$ cat src/rtl/alu_arbiter_if.sv
// Requester-side operation and response channels of the shared-ALU arbiter.
// The arbiter uses the slave modport; issue logic uses the master modport.
interface alu_arbiter_if #(
   parameter int NREQ  = 4,
   parameter int WIDTH = 64
);
   logic [NREQ-1:0]       req_valid;
   logic [NREQ-1:0]       req_ready;
   logic [4*NREQ-1:0]     req_ctl;
   logic [WIDTH*NREQ-1:0] req_a;
   logic [WIDTH*NREQ-1:0] req_b;
   logic [NREQ-1:0]       rsp_valid;
   logic [NREQ-1:0]       rsp_ready;
   logic [WIDTH-1:0]      rsp_result;
   logic                  rsp_zero;
   logic                  rsp_err;

   modport master (
      output req_valid, req_ctl, req_a, req_b, rsp_ready,
      input  req_ready, rsp_valid, rsp_result, rsp_zero, rsp_err
   );

   modport slave (
      input  req_valid, req_ctl, req_a, req_b, rsp_ready,
      output req_ready, rsp_valid, rsp_result, rsp_zero, rsp_err
   );
endinterface

$ cat src/rtl/alu_arbiter.sv
// Round-robin arbiter sharing one registered ALU between NREQ requesters;
// rejects illegal opcodes and divide-by-zero without using the ALU.
module alu_arbiter #(
   parameter int NREQ  = 4,
   parameter int WIDTH = 64,
   parameter int IDW   = $clog2(NREQ)
) (
   input  logic             clk,
   input  logic             rst_n,
   alu_arbiter_if.slave     bus,
   output logic [3:0]       alu_ctl,
   output logic [WIDTH-1:0] alu_a,
   output logic [WIDTH-1:0] alu_b,
   input  logic [WIDTH-1:0] alu_out,
   input  logic             alu_zero,
   output logic             busy,
   output logic [IDW-1:0]   grant_id
);

   typedef enum logic [1:0] {IDLE, EXEC, CAPT, RESP} state_t;

   state_t           state;
   state_t           state_nx;
   logic [IDW-1:0]   ptr;
   logic [IDW-1:0]   idx;
   logic [IDW-1:0]   win;
   logic             found;
   logic [3:0]       win_ctl;
   logic [WIDTH-1:0] win_a;
   logic [WIDTH-1:0] win_b;
   logic             win_bad;
   logic             accept;
   logic             done;
   logic             reject;
   logic [NREQ-1:0]  ready_c;
   logic [NREQ-1:0]  valid_c;
   logic [WIDTH-1:0] result_q;
   logic             zero_q;
   logic             err_q;

   // First valid requester at or after ptr, wrapping modulo NREQ.
   always_comb begin
      found = 1'b0;
      win   = '0;
      idx   = ptr;
      for (int unsigned k = 0; k < NREQ; k++) begin
         if (!found && bus.req_valid[idx]) begin
            found = 1'b1;
            win   = idx;
         end
         idx = (idx == IDW'(NREQ - 1)) ? '0 : idx + IDW'(1);
      end
   end

   always_comb begin
      win_ctl = '0;
      win_a   = '0;
      win_b   = '0;
      for (int unsigned i = 0; i < NREQ; i++) begin
         if (win == IDW'(i)) begin
            win_ctl = bus.req_ctl[4*i +: 4];
            win_a   = bus.req_a[WIDTH*i +: WIDTH];
            win_b   = bus.req_b[WIDTH*i +: WIDTH];
         end
      end
   end

   assign win_bad = (win_ctl == 4'd0) || (win_ctl > 4'd7) ||
                    ((win_ctl == 4'd6) && (win_b == '0));

   always_comb begin
      state_nx = state;
      ready_c  = '0;
      valid_c  = '0;
      accept   = 1'b0;
      done     = 1'b0;
      case (state)
         IDLE: begin
            if (found) begin
               ready_c[win] = 1'b1;
               accept       = 1'b1;
               // Rejected ops skip EXEC; CAPT then holds the preloaded error response.
               state_nx     = win_bad ? CAPT : EXEC;
            end
         end
         EXEC: state_nx = CAPT;
         CAPT: state_nx = RESP;
         RESP: begin
            valid_c[grant_id] = 1'b1;
            if (bus.rsp_ready[grant_id]) begin
               done     = 1'b1;
               state_nx = IDLE;
            end
         end
         default: state_nx = IDLE;
      endcase
   end

   always_ff @(posedge clk or negedge rst_n) begin
      if (!rst_n) begin
         state <= IDLE;
      end else begin
         state <= state_nx;
      end
   end

   always_ff @(posedge clk or negedge rst_n) begin
      if (!rst_n) begin
         ptr      <= '0;
         grant_id <= '0;
         alu_ctl  <= '0;
         alu_a    <= '0;
         alu_b    <= '0;
         reject   <= 1'b0;
         result_q <= '0;
         zero_q   <= 1'b0;
         err_q    <= 1'b0;
      end else begin
         if (accept) begin
            grant_id <= win;
            alu_ctl  <= win_ctl;
            alu_a    <= win_a;
            alu_b    <= win_b;
            reject   <= win_bad;
            if (win_bad) begin
               result_q <= '0;
               zero_q   <= 1'b1;
               err_q    <= 1'b1;
            end
         end
         if ((state == CAPT) && !reject) begin
            result_q <= alu_out;
            zero_q   <= alu_zero;
            err_q    <= 1'b0;
         end
         if (done) begin
            ptr <= (grant_id == IDW'(NREQ - 1)) ? '0 : grant_id + IDW'(1);
         end
      end
   end

   assign busy           = (state != IDLE);
   assign bus.req_ready  = ready_c;
   assign bus.rsp_valid  = valid_c;
   assign bus.rsp_result = result_q;
   assign bus.rsp_zero   = zero_q;
   assign bus.rsp_err    = err_q;

endmodule

$ cat src/flat_wrapper.sv
// flat-port wrapper written by rule: the top's interface ports become plain ports
module alu_arbiter_flat 
#(
   parameter int NREQ  = 4,
   parameter int WIDTH = 64,
   parameter int IDW   = $clog2(NREQ)
)
  (clk, rst_n, alu_ctl, alu_a, alu_b, alu_out, alu_zero, busy, grant_id, bus_req_valid, bus_req_ctl, bus_req_a, bus_req_b, bus_rsp_ready, bus_req_ready, bus_rsp_valid, bus_rsp_result, bus_rsp_zero, bus_rsp_err);
  alu_arbiter_if #(.NREQ(NREQ), .WIDTH(WIDTH)) bus_i ();
  input  logic clk;
  input  logic rst_n;
  output logic [3:0] alu_ctl;
  output logic [WIDTH-1:0] alu_a;
  output logic [WIDTH-1:0] alu_b;
  input  logic [WIDTH-1:0] alu_out;
  input  logic alu_zero;
  output logic busy;
  output logic [IDW-1:0] grant_id;
  input wire logic [$bits(bus_i.req_valid)-1:0] bus_req_valid;
  input wire logic [$bits(bus_i.req_ctl)-1:0] bus_req_ctl;
  input wire logic [$bits(bus_i.req_a)-1:0] bus_req_a;
  input wire logic [$bits(bus_i.req_b)-1:0] bus_req_b;
  input wire logic [$bits(bus_i.rsp_ready)-1:0] bus_rsp_ready;
  output wire logic [$bits(bus_i.req_ready)-1:0] bus_req_ready;
  output wire logic [$bits(bus_i.rsp_valid)-1:0] bus_rsp_valid;
  output wire logic [$bits(bus_i.rsp_result)-1:0] bus_rsp_result;
  output wire logic [$bits(bus_i.rsp_zero)-1:0] bus_rsp_zero;
  output wire logic [$bits(bus_i.rsp_err)-1:0] bus_rsp_err;
  assign bus_i.req_valid = bus_req_valid;
  assign bus_i.req_ctl = bus_req_ctl;
  assign bus_i.req_a = bus_req_a;
  assign bus_i.req_b = bus_req_b;
  assign bus_i.rsp_ready = bus_rsp_ready;
  assign bus_req_ready = bus_i.req_ready;
  assign bus_rsp_valid = bus_i.rsp_valid;
  assign bus_rsp_result = bus_i.rsp_result;
  assign bus_rsp_zero = bus_i.rsp_zero;
  assign bus_rsp_err = bus_i.rsp_err;
  alu_arbiter #(.NREQ(NREQ), .WIDTH(WIDTH), .IDW(IDW)) u_core (.clk(clk), .rst_n(rst_n), .bus(bus_i), .alu_ctl(alu_ctl), .alu_a(alu_a), .alu_b(alu_b), .alu_out(alu_out), .alu_zero(alu_zero), .busy(busy), .grant_id(grant_id));
endmodule
$ cat config.mk
export PLATFORM = sky130hd
export DESIGN_NAME = alu_arbiter_flat
export DESIGN_NICKNAME = d
export VERILOG_FILES = /design/src/rtl/alu_arbiter_if.sv /design/src/rtl/alu_arbiter.sv /design/src/flat_wrapper.sv
export SDC_FILE = /design/constraint.sdc
export NUM_CORES = 1
export LEC_CHECK = 0
export BUFFER_PORTS_ARGS = -buffer_cell sky130_fd_sc_hd__buf_2
export CORE_AREA = 5 5 312 314
export DETAILED_ROUTE_END_ITERATION = 16
export DIE_AREA = 0 0 317 319
export PLACE_DENSITY = 0.45
export SLEW_MARGIN = 20
export SYNTH_ARGS = -nofsm -noshare
export SYNTH_HDL_FRONTEND = slang
export SYNTH_SLANG_ARGS = --single-unit
$ cat constraint.sdc
create_clock -name clk -period 4.9 [get_ports clk]
set_input_delay 0.245 -clock clk [delete_from_list [all_inputs] [get_ports clk]]
set_output_delay 0.245 -clock clk [all_outputs]
set_load 0.05 [all_outputs]
After elaboration in Yosys (flattened, before gate mapping)
Index checks and enable logic that the tools add are counted.
{"block": "classes", "bitwise": 0, "n_reduce_logical": 22, "n_div": 0, "mul": 0, "eq_ne": 13, "shift": 0, "n_lt_le_gt_ge": 9, "add_sub_neg": 4, "muxes": 56}
{"op": "two-way mux 64 bit", "count": 11}
{"op": "logical NOT 64 bit", "count": 1}
{"op": "two-way mux 4 bit", "count": 7}
{"op": "two-way mux 2 bit", "count": 11}
{"op": "two-way mux 1 bit", "count": 19}
{"op": "< comparator 2 x 3 -> 1 bit, second input constant", "count": 6}
{"op": "== test 2 bit, second input constant", "count": 8}
{"op": "binary-select mux 1 bit (select 2 bit)", "count": 5}
{"op": "adder 2 x 1 -> 2 bit, second input constant", "count": 4}
{"op": "one-hot mux 2 bit (4 select lines)", "count": 1}
{"op": "logical AND 1 bit", "count": 7}
{"op": "nonzero test 2 bit", "count": 3}
{"op": "demux 1 bit (select 2 bit)", "count": 2}
{"op": "== test 2 x 1 -> 1 bit, second input constant", "count": 2}
{"op": "== test 4 x 3 -> 1 bit, second input constant", "count": 1}
{"op": "greater-or-equal comparator 2 x 1 -> 1 bit, second input constant", "count": 2}
{"op": "> comparator 4 x 3 -> 1 bit, second input constant", "count": 1}
{"op": "logical NOT 1 bit", "count": 4}
{"op": "logical NOT 2 bit", "count": 2}
{"op": "logical NOT 4 bit", "count": 1}
{"op": "inequality test 2 x 1 -> 1 bit, second input constant", "count": 2}
{"op": "AND reduction 2 bit", "count": 2}
{"op": "logical OR 1 bit", "count": 2}
{"block": "word_totals", "input_bits": 603, "mem_bits_ro": 0, "output_inout_bits": 209, "reg_bits": 205, "latch_bits": 0, "mem_count": 0, "word_cells": 114, "ram_bits": 0}

Logic depth before layout (Yosys ltp)
{"block": "depth", "depth_word": 23, "ltp_mapped": 17, "depth_no_buf": 11}

Worst setup path before layout
Ideal clock, no wire load.
{"block": "synth_path", "path_type": "register to output", "from": "register u_core.ptr[1]", "to": "output port bus_req_ready[0]", "t_required_ps": 4655, "path_buffers": 6, "arrival_ps": 3698, "slack_ps": 957, "path_stages_with_launch": 13, "cell_sequence": "dfrtp_1 -> ha_1 -> buf_2 -> nor2_1 -> a221o_1 -> and4b_4 -> o22a_4 -> buf_8 -> buf_2 -> clkbuf_1 -> buf_2 -> buf_1 -> nor3_1"}
{"block": "synth_via", "elab_chain_cells": 18}
{"element": "from (decl)", "line_no": "alu_arbiter.sv:24", "rtl": "logic [IDW-1:0] ptr;"}
{"element": "from (signal assigned)", "line_no": "alu_arbiter.sv:137", "rtl": "ptr <= (grant_id == IDW'(NREQ - 1)) ? '0 : grant_id + IDW'(1);"}
{"element": "parallel branches: the longest is 16 deep, another holds < comparator 2 x 3 -> 1 bit"}
{"element": "two-way mux 4 bit (*)", "line_no": "alu_arbiter.sv:79", "rtl": "if (found) begin"}
{"element": "two-way mux 4 bit (*)", "line_no": "alu_arbiter.sv:77", "rtl": "case (state)"}
{"element": "to (decl)", "line_no": "flat_wrapper.sv:24", "rtl": "output wire logic [$bits(bus_i.req_ready)-1:0] bus_req_ready;"}
Every way passes the cells marked *. The select of a mux whose other input is x is not followed.

Worst setup path after layout
{"block": "layout_path", "from": "register u_core.ptr[1]", "to": "register u_core.alu_a[23]"}
{"block": "layout_via", "elab_chain_cells": 17}
{"element": "parallel branches: the longest is 17 deep, another holds adder 2 x 1 -> 2 bit"}
{"element": "to (signal assigned)", "line_no": "alu_arbiter.sv:122", "rtl": "alu_a <= win_a;"}
{"element": "to (decl)", "line_no": "alu_arbiter.sv:12", "rtl": "output logic [WIDTH-1:0] alu_a,"}
Several ways; the timed one is not identified. The select of a mux whose other input is x is not followed.
A chain may end at the register's enable or synchronous reset.

==> flow_summary_export.csv <==
group,metric,value,unit
timing,fin_crit_sh,0.958,
timing,setup_violations,0,
yosys,synth_flop_cell,"dfrtp_1",
finish,finish.utilization,0.238,
clock_network,cts_tree,"built",
clock_network,cts_root_buffer,"clkbuf_16",
yosys,synth_fp_nets,2505,
clock_network,clock_path_buffers,3,
detailed_routing,dr.pass1.iters,5,
detailed_routing,wl,87200,um
grt,grt_max_degree,149,
place,gp_congestion,0.939,
finish,area_growth,68.4,%
finish,drive_above_1_share,0.323,
pwr,cellPowerDensity,921,nW/um^2
floorplanning,core.rowCount,113,
finish,final_nets,3493,
yosys,avgSynthCellArea,7.04,um^2
finish,fillers,10600,
place,dpl_cell_area,18800,um^2
floorplanning,die_h,319,um
floorplanning,io_pins,812,
finish,layout_commonest_cell,"buf_2",
detailed_routing,routedWlPerCell,20.8,um
place,dp_hpwl,67200,um
worst_hold_path,hold_class,"input pin to flop",
yosys,synth_cell_type_count,62,
yosys,synth_area,13300,um^2
worst_setup_path,cp_top_family,"buffers and inverters",
worst_setup_path,path_buf_inv,4,
grt,grt_pass1_vias,18300,
worst_setup_path,crit_type,"flop to flop",
grt,grt_pass1_wl,123000,um
detailed_routing,drt_iter0_drc,1321,
place,io_buffer_count,811,
clock_network,clk_latency,0.60,ns
finish,post-route-cell-area,22500,um^2
run,maxCapViolCount,0,
yosys,synth_cells,1894,
worst_setup_path,required,5.42,ns
detailed_routing,viasPerCell,4.30,
worst_setup_path,cp-end-kind,"flop",
clock_network,clk_pin_slew,0.06,ns
timing,hold_violations,0,
worst_setup_path,arrival,5.22,ns
grt,antenna_found_initial,26,
floorplanning,core_area,94300,um^2
timing,slew_headroom,0.169,
timing,min_period,4.69,ns
detailed_routing,drc,0,
timing,clock_skew,0.0255,ns
grt,gr-total-overflow,0,
clock_network,cts_made_buffers,29,
clock_network,cts.htree.levels,1,
pwr,ir_drop,588,uV
worst_setup_path,startpoint_type,"flop",
worst_setup_path,crit_path_cell_trace,"ha_2 -> nor4bb_1 -> a221oi_2 -> a211oi_4 -> o22a_4 -> buf_4 -> buf_16 -> nand2_1 -> nand3_1 -> dlygate4sd3_1 -> nand3_1 -> dlygate4sd3_1 -> nand2_1",
detailed_routing,drtAntennaViolNets,0,
grt,grt_usage,0.161,
yosys,ys.warnings.count,0,
run_status,status,"finished clean",
yosys,seq_area_frac_synth,0.385,
worst_setup_path,critical_path_peak_fanout,112,
pwr,p_leak,11.0,nW
floorplanning,die-area,101000,um^2
yosys,synth_edf_count,0,
floorplanning,start_util,0.141,
clock_network,cts.sinks,205,
yosys,synthArstFlopShare,1.00,
yosys,ys_ff_latch,205,
worst_setup_path,crit_path_max_incr_delay,0.59,ns
timing,fmax,213,MHz
timing,slew_violations,0,
timing,worst_slew_pin_slew,1.23,ns
detailed_routing,vias,18000,
floorplanning,die_w,317,um
worst_setup_path,rrSetupSlack,0.21,ns
worst_setup_path,slowest_stage,"dlygate4sd3_1",
finish,final_cell_mix,"buf_2 (810), nand2_1 (729), nand3_1 (271)",
-- flip-flops by register name, summed over array words and instances (netlist names) --
register / flops
u_core.alu_a: 64
u_core.alu_b: 64
u_core.bus.rsp_result: 64
u_core.alu_ctl: 4
u_core.grant_id: 2
u_core.ptr: 2
u_core.state: 2
u_core.bus.rsp_err: 1
u_core.bus.rsp_zero: 1
u_core.reject: 1
-- final timing paths --
check | start | end | cells after the start
setup / recovery | u_core.ptr[1] | u_core.alu_a[23] | 13
hold / removal | bus_req_a[72] | u_core.alu_a[8] | 5
setup reg to reg | u_core.ptr[1] | u_core.alu_a[23] | 13
hold reg to reg | u_core.alu_a[47] | u_core.alu_a[47] | 2
max in group asynchronous | rst_n | u_core.alu_b[47] | 3
min in group asynchronous | rst_n | u_core.bus.rsp_result[30] | 2
-- Yosys cell counts (4+ instances only) --
library cell  number  area share
nand2_1          729        0.21
nand3_1          271        0.10
dfrtp_1          205        0.38
a21oi_1          119       0.045
clkbuf_1         108       0.030
nor2_1            92       0.026
o31ai_1           58       0.033
nor4_1            41       0.019
o21ai_0           41       0.015
mux2i_1           25       0.019
buf_2             22      0.0083
nor3_1            22      0.0083
a22oi_1           20       0.011
buf_1             15      0.0042
nand4_1            9      0.0042
ha_1               8      0.0075
o31ai_2            8      0.0075
a31oi_1            7      0.0033
inv_1              6      0.0017
mux4_2             6       0.010
and3_1             5      0.0023
buf_6              5      0.0042
o41ai_1            5      0.0033
and2_1             4      0.0019
buf_4              4      0.0023
nand2b_1           4      0.0019
-- worst min-delay path, cell delays in order --
cell	delay [ns]
buf_2	0.07
nand2_1	0.04
nand3_1	0.10
nand3_1	0.09
nand2_1	0.06
-- logic make-up after synthesis --
group                    synth area share
adder cells (fa/ha/maj)           0.00751
flip-flops                          0.385
multiplexers                       0.0323
AND/OR/NAND/NOR                     0.384
AO/OA/AOI/OAI                       0.137
buffers and inverters              0.0552
-- metal layers --
layer  routed length [um]  up-vias  global-route usage
met4                 3330       12              0.0541
met5                   71        -                   0
met3                 8050      148              0.0482
met1                35800     8517               0.201
li1                     -     8469                   -
met2                39900      828               0.264
-- timing repair --
action,in CTS,in global routing
resized for setup,0,5
endpoints found under the setup margin,0,93
hold endpoints to repair,232,0
setup buffers,0,3
hold buffers,261,0
-- final cells by class --
class / count / area [um^2] / share of cell area
tap: 1265 / 1580 / 0.0705
clock buffer: 45 / 876 / 0.0390
sequential: 205 / 5130 / 0.228
antenna: 14 / 35.0 / 0.00156
timing repair buffer: 1113 / 7150 / 0.318
clock inverter: 6 / 73.8 / 0.00329
inverter: 6 / 22.5 / 0.00100
multi-input combinational: 1527 / 7580 / 0.338
-- stage by stage --
stage               cells  power [mW]  hold WS [ns]  setup WS (ns)  TNS (ns)
finish               4181        20.7        0.0433          0.207         0
global route         4177        22.2        0.0374        -0.0204   -0.0244
CTS                  4163        20.7      0.000403         0.0323         0
detailed placement   3851        17.3         0.310          0.106         0
global placement     3851        17.2         0.313          0.177         0
floorplan            1894        12.8       -0.0506          0.957         0
-- power breakdown --
part	leakage, nW	total (mW)	switching, mW	internal (mW)
logic	8.05	15.4	10.6	4.80
clock network	0.470	2.15	0.878	1.27
registers	2.49	3.12	0.498	2.62
total	11.0	20.7	12.0	8.69
Note: power is estimated with default switching activity, not from simulation.
